$ cat src/rtl/lsu_pkg.sv
// Shared types for the byte-serial load/store unit.
// funct3 encodings, FSM states and beat-count helper.
package lsu_pkg;

    localparam logic [2:0] F3_B  = 3'b000;
    localparam logic [2:0] F3_H  = 3'b001;
    localparam logic [2:0] F3_W  = 3'b010;
    localparam logic [2:0] F3_D  = 3'b011;
    localparam logic [2:0] F3_BU = 3'b100;
    localparam logic [2:0] F3_HU = 3'b101;
    localparam logic [2:0] F3_WU = 3'b110;
    localparam logic [2:0] F3_XX = 3'b111;

    typedef enum logic [1:0] {
        IDLE = 2'd0,
        XFER = 2'd1,
        RESP = 2'd2
    } state_e;

    // Access size in bytes: 1, 2, 4 or 8, from the low two funct3 bits.
    function automatic logic [3:0] beat_count(input logic [2:0] f3);
        return 4'd1 << f3[1:0];
    endfunction

    function automatic logic f3_illegal(input logic store,
                                        input logic [2:0] f3);
        return store ? f3[2] : (f3 == F3_XX);
    endfunction

endpackage

$ cat src/rtl/lsu_extend.sv
// Sign/zero extension of assembled load data to 64 bits.
// Pure combinational; ld passes through unchanged.
module lsu_extend
    import lsu_pkg::*;
(
    input  logic [63:0] i_raw,
    input  logic [2:0]  i_funct3,
    output logic [63:0] o_ext
);

    always_comb begin
        o_ext = i_raw;
        case (i_funct3)
            F3_B:    o_ext = {{56{i_raw[7]}},  i_raw[7:0]};
            F3_H:    o_ext = {{48{i_raw[15]}}, i_raw[15:0]};
            F3_W:    o_ext = {{32{i_raw[31]}}, i_raw[31:0]};
            F3_BU:   o_ext = {56'd0, i_raw[7:0]};
            F3_HU:   o_ext = {48'd0, i_raw[15:0]};
            F3_WU:   o_ext = {32'd0, i_raw[31:0]};
            default: o_ext = i_raw;
        endcase
    end

endmodule

$ cat src/rtl/load_store_unit.sv
// Byte-serial RV64 load/store initiator, little-endian.
// Define MISALIGN_TRAP_EN to reject accesses not aligned to their size.
module load_store_unit
    import lsu_pkg::*;
#(
    parameter int AW = 6
) (
    input  logic          clk,
    input  logic          rst_n,
    input  logic          req_valid,
    output logic          req_ready,
    input  logic          req_store,
    input  logic [2:0]    req_funct3,
    input  logic [63:0]   req_addr,
    input  logic [63:0]   req_wdata,
    output logic          resp_valid,
    output logic [63:0]   resp_data,
    output logic          resp_err,
    output logic [AW-1:0] mem_addr,
    output logic          mem_re,
    output logic          mem_we,
    output logic [7:0]    mem_wdata,
    input  logic [7:0]    mem_rdata
);

    state_e        r_state;
    logic [2:0]    r_cnt;
    logic [AW-1:0] r_base;
    logic [63:0]   r_wdata;
    logic [2:0]    r_f3;
    logic          r_store;
    logic [63:0]   r_data;

    logic          r_req_ready;
    logic          r_resp_valid;
    logic          r_resp_err;
    logic          r_mem_re;
    logic          r_mem_we;
    logic [AW-1:0] r_mem_addr;
    logic [7:0]    r_mem_wdata;

    logic          w_req_bad;
    logic          w_req_mis;
    logic          w_req_err;
    logic [3:0]    w_nbytes;
    logic          w_last;
    logic [2:0]    w_next_cnt;
    logic [63:0]   w_ext;
    logic          w_unused;

    assign w_unused  = ^req_addr[63:AW];
    assign w_req_bad = f3_illegal(req_store, req_funct3);

`ifdef MISALIGN_TRAP_EN
    logic [2:0] w_req_mask;
    assign w_req_mask = 3'(beat_count(req_funct3) - 4'd1);
    assign w_req_mis  = |(req_addr[2:0] & w_req_mask);
`else
    assign w_req_mis  = 1'b0;
`endif

    assign w_req_err  = w_req_bad | w_req_mis;
    assign w_nbytes   = beat_count(r_f3);
    assign w_last     = ({1'b0, r_cnt} == (w_nbytes - 4'd1));
    assign w_next_cnt = r_cnt + 3'd1;

    lsu_extend u_extend (
        .i_raw    (r_data),
        .i_funct3 (r_f3),
        .o_ext    (w_ext)
    );

    always_ff @(posedge clk or negedge rst_n) begin
        if (!rst_n) begin
            r_state      <= IDLE;
            r_cnt        <= '0;
            r_base       <= '0;
            r_wdata      <= '0;
            r_f3         <= '0;
            r_store      <= 1'b0;
            r_data       <= '0;
            r_req_ready  <= 1'b1;
            r_resp_valid <= 1'b0;
            r_resp_err   <= 1'b0;
            r_mem_re     <= 1'b0;
            r_mem_we     <= 1'b0;
            r_mem_addr   <= '0;
            r_mem_wdata  <= '0;
        end else begin
            case (r_state)
                IDLE: begin
                    if (req_valid) begin
                        r_base      <= req_addr[AW-1:0];
                        r_wdata     <= req_wdata;
                        r_f3        <= req_funct3;
                        r_store     <= req_store;
                        r_cnt       <= '0;
                        r_data      <= '0;
                        r_req_ready <= 1'b0;
                        if (w_req_err) begin
                            r_state      <= RESP;
                            r_resp_valid <= 1'b1;
                            r_resp_err   <= 1'b1;
                        end else begin
                            r_state     <= XFER;
                            r_mem_re    <= !req_store;
                            r_mem_we    <= req_store;
                            r_mem_addr  <= req_addr[AW-1:0];
                            r_mem_wdata <= req_wdata[7:0];
                        end
                    end
                end
                XFER: begin
                    if (!r_store) begin
                        r_data[8*r_cnt +: 8] <= mem_rdata;
                    end
                    if (w_last) begin
                        r_state      <= RESP;
                        r_mem_re     <= 1'b0;
                        r_mem_we     <= 1'b0;
                        r_mem_addr   <= '0;
                        r_mem_wdata  <= '0;
                        r_resp_valid <= 1'b1;
                    end else begin
                        // Address wraps modulo 2^AW by truncation.
                        r_cnt       <= w_next_cnt;
                        r_mem_addr  <= r_base + AW'(w_next_cnt);
                        r_mem_wdata <= r_wdata[8*w_next_cnt +: 8];
                    end
                end
                RESP: begin
                    r_state      <= IDLE;
                    r_resp_valid <= 1'b0;
                    r_resp_err   <= 1'b0;
                    r_req_ready  <= 1'b1;
                end
                default: begin
                    r_state     <= IDLE;
                    r_req_ready <= 1'b1;
                end
            endcase
        end
    end

    assign req_ready  = r_req_ready;
    assign resp_valid = r_resp_valid;
    assign resp_err   = r_resp_err;
    assign mem_re     = r_mem_re;
    assign mem_we     = r_mem_we;
    assign mem_addr   = r_mem_addr;
    assign mem_wdata  = r_mem_wdata;
    assign resp_data  = (r_resp_valid && !r_store && !r_resp_err)
                        ? w_ext : 64'd0;

endmodule
$ cat config.mk
export PLATFORM = sky130hd
export DESIGN_NAME = load_store_unit
export DESIGN_NICKNAME = d
export VERILOG_FILES = /design/src/rtl/lsu_pkg.sv /design/src/rtl/lsu_extend.sv /design/src/rtl/load_store_unit.sv
export SDC_FILE = /design/constraint.sdc
export NUM_CORES = 1
export LEC_CHECK = 0
export CORE_AREA = 2 2 176 160
export CTS_CLUSTER_DIAMETER = 50
export DETAILED_ROUTE_END_ITERATION = 8
export DIE_AREA = 0 0 178 162
export GPL_TIMING_DRIVEN = 0
export PLACE_DENSITY_LB_ADDON = 0.12
export SETUP_SLACK_MARGIN = 0.15
export SLEW_MARGIN = 20
export SYNTH_ARGS = -nofsm -noshare
export SYNTH_HDL_FRONTEND = slang
export SYNTH_SLANG_ARGS = --single-unit
$ cat constraint.sdc
create_clock -name clk -period 2.6 [get_ports clk]
set_clock_uncertainty 0.1 [all_clocks]
set_input_delay 0.52 -clock clk [delete_from_list [all_inputs] [get_ports clk]]
set_output_delay 0.52 -clock clk [all_outputs]
set_load 0.02 [all_outputs]
* After elaboration in Yosys (flattened, before gate mapping)
Index checks and enable logic that the tools add are counted.
Operators by class: add/sub/neg operators 4, equality and inequality tests 15, shift operators 4, muxes and demuxes 36, bitwise logic cells 1, reduce and logical (&&, ||, !) cells 19
Operator list (count):
- $pmux W64 S6 | 1
- $mux W64 | 3
- $pmux W64 S2 | 1
- $bwmux W64 | 1
- $shift A8 B34 Y64 const A | 1
- $shiftx A64 B7 Y8 | 1
- $shiftx A8 B34 Y64 | 1
- $neg A6 Y34 | 1
- $mux W8 | 3
- $mux W6 | 3
- $pmux W8 S2 | 1
- $eq A3 B3 Y1 const B | 4
- $ne A2 B2 Y1 const B | 6
- $pmux W6 S2 | 1
- $reduce_and A3 Y1 | 4
- $mux W1 | 10
- $pmux W1 S2 | 4
- $reduce_and A4 Y1 | 2
- $add A6 B3 Y6 | 1
- $mux W2 | 3
- $mux W3 | 2
- $pmux W3 S2 | 1
- $reduce_and A2 Y1 | 3
- $eq A3 B4 Y1 | 1
- 16 further kinds | 20
Word-level totals: register bits 162, bits of input ports 143, logic and storage cells 93

* Longest topological paths before layout
depth after elaboration 5, gate-level depth with buffers 11, mapped depth without buffers 9

* By module
From an unflattened synthesis, not the netlist that was laid out.
Unflattened totals: cell total of the unflattened synthesis 755, area, all modules 8608.3 sq um
By module, submodules not included:
- load_store_unit | times used 1, cells each 605, area an instance 7653.6 sq um, sequential area each 4055.1 sq um
- lsu_extend | times used 1, cells each 150, area an instance 954.7 sq um, sequential area each 0.0 sq um

* Least setup slack after synthesis
OpenSTA, ideal clock, no wires.
path type register to register, from register r_cnt[0], to register r_mem_addr[4] (netlist: mem_addr[4]), setup time 0.126 ns, arrival time 2.288 ns, required time 2.374 ns, slack 0.086 ns, cell stages (with the launch flop) 12, period minus slack after synthesis 2.514 ns, path through dfrtp_1 -> buf_4 -> buf_2 -> inv_1 -> ha_1 -> inv_1 -> fa_1 -> nor2b_1 -> o21ai_0 -> xnor2_1 -> a22oi_1 -> a21oi_1
Between the ends: cells in the longest elaborated chain, start to end 4
RTL lines:
- start: declaration | RTL line load_store_unit.sv:27 | logic [2:0] r_cnt;
- start signal: assignment | RTL line load_store_unit.sv:126 | r_cnt <= w_next_cnt;
- $add A3 B1 Y3 | RTL line load_store_unit.sv:65 | assign w_next_cnt = r_cnt + 3'd1;
- $add A6 B3 Y6 | RTL line load_store_unit.sv:127 | r_mem_addr <= r_base + AW'(w_next_cnt);
- $mux W6 (*) | RTL line load_store_unit.sv:117 | if (w_last) begin
- $pmux W6 S2 (*) | RTL line load_store_unit.sv:90 | case (r_state)
- end signal: assignment | RTL line load_store_unit.sv:108 | r_mem_addr <= req_addr[AW-1:0];
- end signal: assignment | RTL line load_store_unit.sv:127
- end: declaration | RTL line load_store_unit.sv:39 | logic [AW-1:0] r_mem_addr;
Mark *: on every way between the ends. The rest lies on a longest branch, timed or not. A chain may end at the register's enable or synchronous reset.

* Worst setup path in the final report
from register r_f3[0], to output port resp_data[42]
Between the ends: cells in the longest elaborated chain, start to end 3
RTL lines:
- start: declaration | RTL line load_store_unit.sv:30 | logic [2:0] r_f3;
- start signal: assignment | RTL line load_store_unit.sv:95 | r_f3 <= req_funct3;
- $eq A3 B3 Y1 (tied with other cells) | RTL line lsu_extend.sv:13 | case (i_funct3)
- $pmux W64 S6 (*) | RTL line lsu_extend.sv:13
- $mux W64 (*) | RTL line load_store_unit.sv:153 | ? w_ext : 64'd0;
- end: declaration | RTL line load_store_unit.sv:17 | output logic [63:0] resp_data,
Marks and branches as above.

==> summary.md <==
| Metric | Value |
|---|---|
| Ratio of cells with drive above 1 in the final layout | `0.352` |
| Yosys Warn Count | `0` |
| Drt pass-1 iters | `4` |
| CP arrival | `2.28 ns` |
| Placed cell area | `0.0101 mm^2` |
| Sw Share | `0.392` |
| Worst Setup Start Kind | `flip-flop` |
| Synthesis-to-finish area growth | `45.3%` |
| Failing checks | `negative setup slack` |
| Req. time, crit path | `1.98 ns` |
| Total power | `12.2 mW` |
| Register area share after synthesis | `0.507` |
| Fillcell total | `2,533` |
| Fin. Hold Viols | `0` |
| Max clock buf depth | `2` |
| Period minus WS final | `2.90 ns` |
| Sequential share of power | `0.311` |
| Initial Util | `0.297` |
| Slew Limit Headroom | `0.542` |
| Latest clock arrival within the worst-skew pair | `0.44 ns` |
| Post-synthesis register bit count | `162` |
| Fin crit share | `1.11` |
| Setup slack after layout | `-0.297 ns` |
| First-pass GRT wire length | `38,400 um` |
| Vias in the first global route | `6,349` |
| Antenna violations before repair | `2` |
| P_int | `7.44 mW` |
| Root Buffer | `clkbuf_16` |
| Final Slew Violations | `0` |
| Unrepaired setup endpoints after global routing | `yes` |
| Synthesized area | `0.00799 mm^2` |
| Pwr Density | `1050 mW/mm^2` |
| Total GRT Usage | `0.177` |
| Cells after DPL | `1,185` |
| Crit Path Class | `flip-flop to primary output` |
| Net Count, Synth | `828` |
| Commonest non-fill, non-tap cell in the layout | `dfrtp_1` |
| Worst vdd ir | `0.000440 V` |
| Final Setup Violations | `51` |
| Critical Path End Type | `primary output` |
| Congestion Overflow GR | `0` |
| Vias | `6,201` |
| Reg2Reg Setup Slack | `0.26 ns` |
| Yosys top cell by area | `dfrtp_1` |
| Worst slew pin tran | `0.686 ns` |
| Post-synthesis cell type count | `57` |
| H-tree depth | `4` |
| Routed WL | `25,200 um` |
| DRT iter0 DRCs | `310` |
| Pre-CTS setup slack | `-0.752 ns` |
| Num ports | `226` |
| Largest net degree at the start of global routing | `87` |
| Reg clk slew, reported paths | `0.07 ns` |
| Most frequent cells in the layout | `dfrtp_1 (160), clkdlybuf4s50_1 (94), mux2_2 (71)` |
| Outcome | `finished, violations left` |
| Max cap viols | `0` |
| Dominant synthesized flop cell | `dfrtp_1` |
| Die Y | `162 um` |
| Total core area | `0.0269 mm^2` |
| Clock sink count | `162` |
| Clock power share | `0.216` |
| Async SR Flop Fraction | `1.00` |
| Final GP Congestion | `0.781` |
| WL/cell | `19.9 um` |
| CP max FO | `5` |
| Die X | `178 um` |
| Static Leakage | `4.85 nW` |
| Synth top area cells | `dfrtp_1 (50%), mux2_2 (10%), a22o_1 (6.1%), mux4_2 (4.5%), o21a_1 (3.2%)` |
| Post-DP HPWL | `17,000 um` |
| Top cell type's share of synthesized area | `0.504` |
| Fmax | `0.345 GHz` |
| # DRC | `0` |
| Worst min path class | `flip-flop to flip-flop` |
| ANT nets after route | `0` |
| Mapped Cells | `671` |
| Non-Filler Instances | `1,263` |
| Post-synth EDFFs | `0` |
| Buffers on Ports | `159` |
| Full die area | `0.0288 mm^2` |
| FP Rows | `57` |
| NetSw | `4.80 mW` |
| Syn avg cell area | `11.9 um^2` |
| CTS tree | `done` |
| Via/cell ratio | `4.91` |
| Final-stage net count | `1,051` |
| Final Instance Area | `0.0116 mm^2` |
| Comb pwr share | `0.473` |
| CTS Buf Count | `17` |
==> timing repair <==
action                                 CTS  global route
gates cloned                             3             1
resized for setup                      390            85
setup buffers                           26            13
hold buffers                             1             0
setup endpoints to repair              142           156
endpoints found under the hold margin   17             0
pin swaps                                9            20
==> flip-flops by register name, summed over array words and instances, names as in the netlist <==
register    count
r_store         1
mem_re          1
r_base          6
resp_valid      1
r_cnt           3
r_wdata        64
r_f3            3
r_data         64
r_state         2
mem_addr        6
req_ready       1
mem_wdata       8
mem_we          1
resp_err        1
==> layout make-up <==
type / count / area (um^2) / area share
clock inverters: 15 / 186 / 0.0161
diodes: 2 / 5.00 / 0.000431
clock buffers: 17 / 425 / 0.0366
multi-input cells: 429 / 3880 / 0.335
plain buffers: 50 / 373 / 0.0321
flip-flops and latches: 162 / 4060 / 0.349
well taps: 354 / 443 / 0.0381
repair buffers: 204 / 2120 / 0.183
inverters: 30 / 116 / 0.0100
==> Yosys cell counts (3+ instances only) <==
| master | instances |
|---|---|
| nand3b_1 | 4 |
| o21a_1 | 34 |
| o21ai_0 | 15 |
| nand2_1 | 40 |
| nand3_1 | 20 |
| and2_1 | 9 |
| nor2b_1 | 4 |
| mux4_2 | 16 |
| nand4_1 | 3 |
| dfrtp_1 | 161 |
| ha_1 | 13 |
| a22o_1 | 56 |
| mux2i_1 | 11 |
| buf_1 | 4 |
| nor2_1 | 20 |
| nor3_2 | 4 |
| o221ai_1 | 8 |
| a22oi_1 | 5 |
| a21oi_1 | 36 |
| buf_2 | 16 |
| a21o_1 | 9 |
| o2bb2ai_1 | 4 |
| o21ai_1 | 13 |
| clkbuf_1 | 19 |
| buf_4 | 9 |
| inv_1 | 27 |
| mux2_2 | 71 |
==> kinds of logic (layout without fill, tap and decap cells) <==
group                    count (synthesis)  count (layout)  share of synthesized area
AO/OA/AOI/OAI                          194             194                      0.177
flip-flops                             162             162                      0.507
AND/OR/NAND/NOR                        117             117                     0.0777
multiplexers                            99              99                      0.161
buffers and inverters                   80             316                     0.0462
adder cells (fa/ha/maj)                 14              14                     0.0229
XOR/XNOR                                 5               5                    0.00783
other                                    0               2                          0
==> routing by layer <==
metal,wire (um),vias to the layer above,track usage
li1,-,2901,-
met1,11700,3155,0.247
met2,12000,130,0.277
met3,1260,15,0.0426
met4,225,0,0.0443
met5,0,-,0
==> power by group through the flow <==
stage | Combinational [mW] | Sequential (mW) | Clock, mW
3_5_place_dp | 5.10 | 3.84 | 0
5_1_grt | 6.27 | 3.92 | 2.81
4_1_cts | 5.59 | 3.81 | 2.71
2_1_floorplan | 3.31 | 3.86 | 0
6_report | 5.79 | 3.80 | 2.64
3_3_place_gp | 5.07 | 3.84 | 0
==> stage by stage <==
step            util  TNS (ns)  hold slack, ns
2_1_floorplan      -         0           0.124
3_3_place_gp   0.373  -1058.20           0.381
3_5_place_dp   0.374    -52.02           0.383
4_1_cts        0.417    -11.47           0.404
5_1_grt        0.432    -15.00           0.419
6_report       0.432    -10.76           0.400
==> worst paths after layout <==
kind / start / depth (start not counted) / endpoint
hold reg to reg: r_data[5]$_DFFE_PN0P_ / 1 / r_data[5]$_DFFE_PN0P_
hold / removal: r_data[5]$_DFFE_PN0P_ / 1 / r_data[5]$_DFFE_PN0P_
max in group asynchronous: rst_n / 3 / r_data[4]$_DFFE_PN0P_
setup / recovery: r_f3[0]$_DFFE_PN0P_ / 9 / resp_data[42]
min in group asynchronous: rst_n / 2 / r_wdata[5]$_DFFE_PN0P_
setup reg to reg: r_cnt[0]$_DFFE_PN0P_ / 10 / r_data[10]$_DFFE_PN0P_
==> critical path, stage by stage, from the launching register on <==
cell,delay [ns]
dfrtp_1,0.37
buf_6,0.12
mux2i_1,0.11
or3_4,0.34
buf_6,0.14
a21oi_4,0.20
buf_6,0.16
clkbuf_16,0.13
o21a_1,0.15
buf_6,0.13
Power figures use the tool's default switching activity.
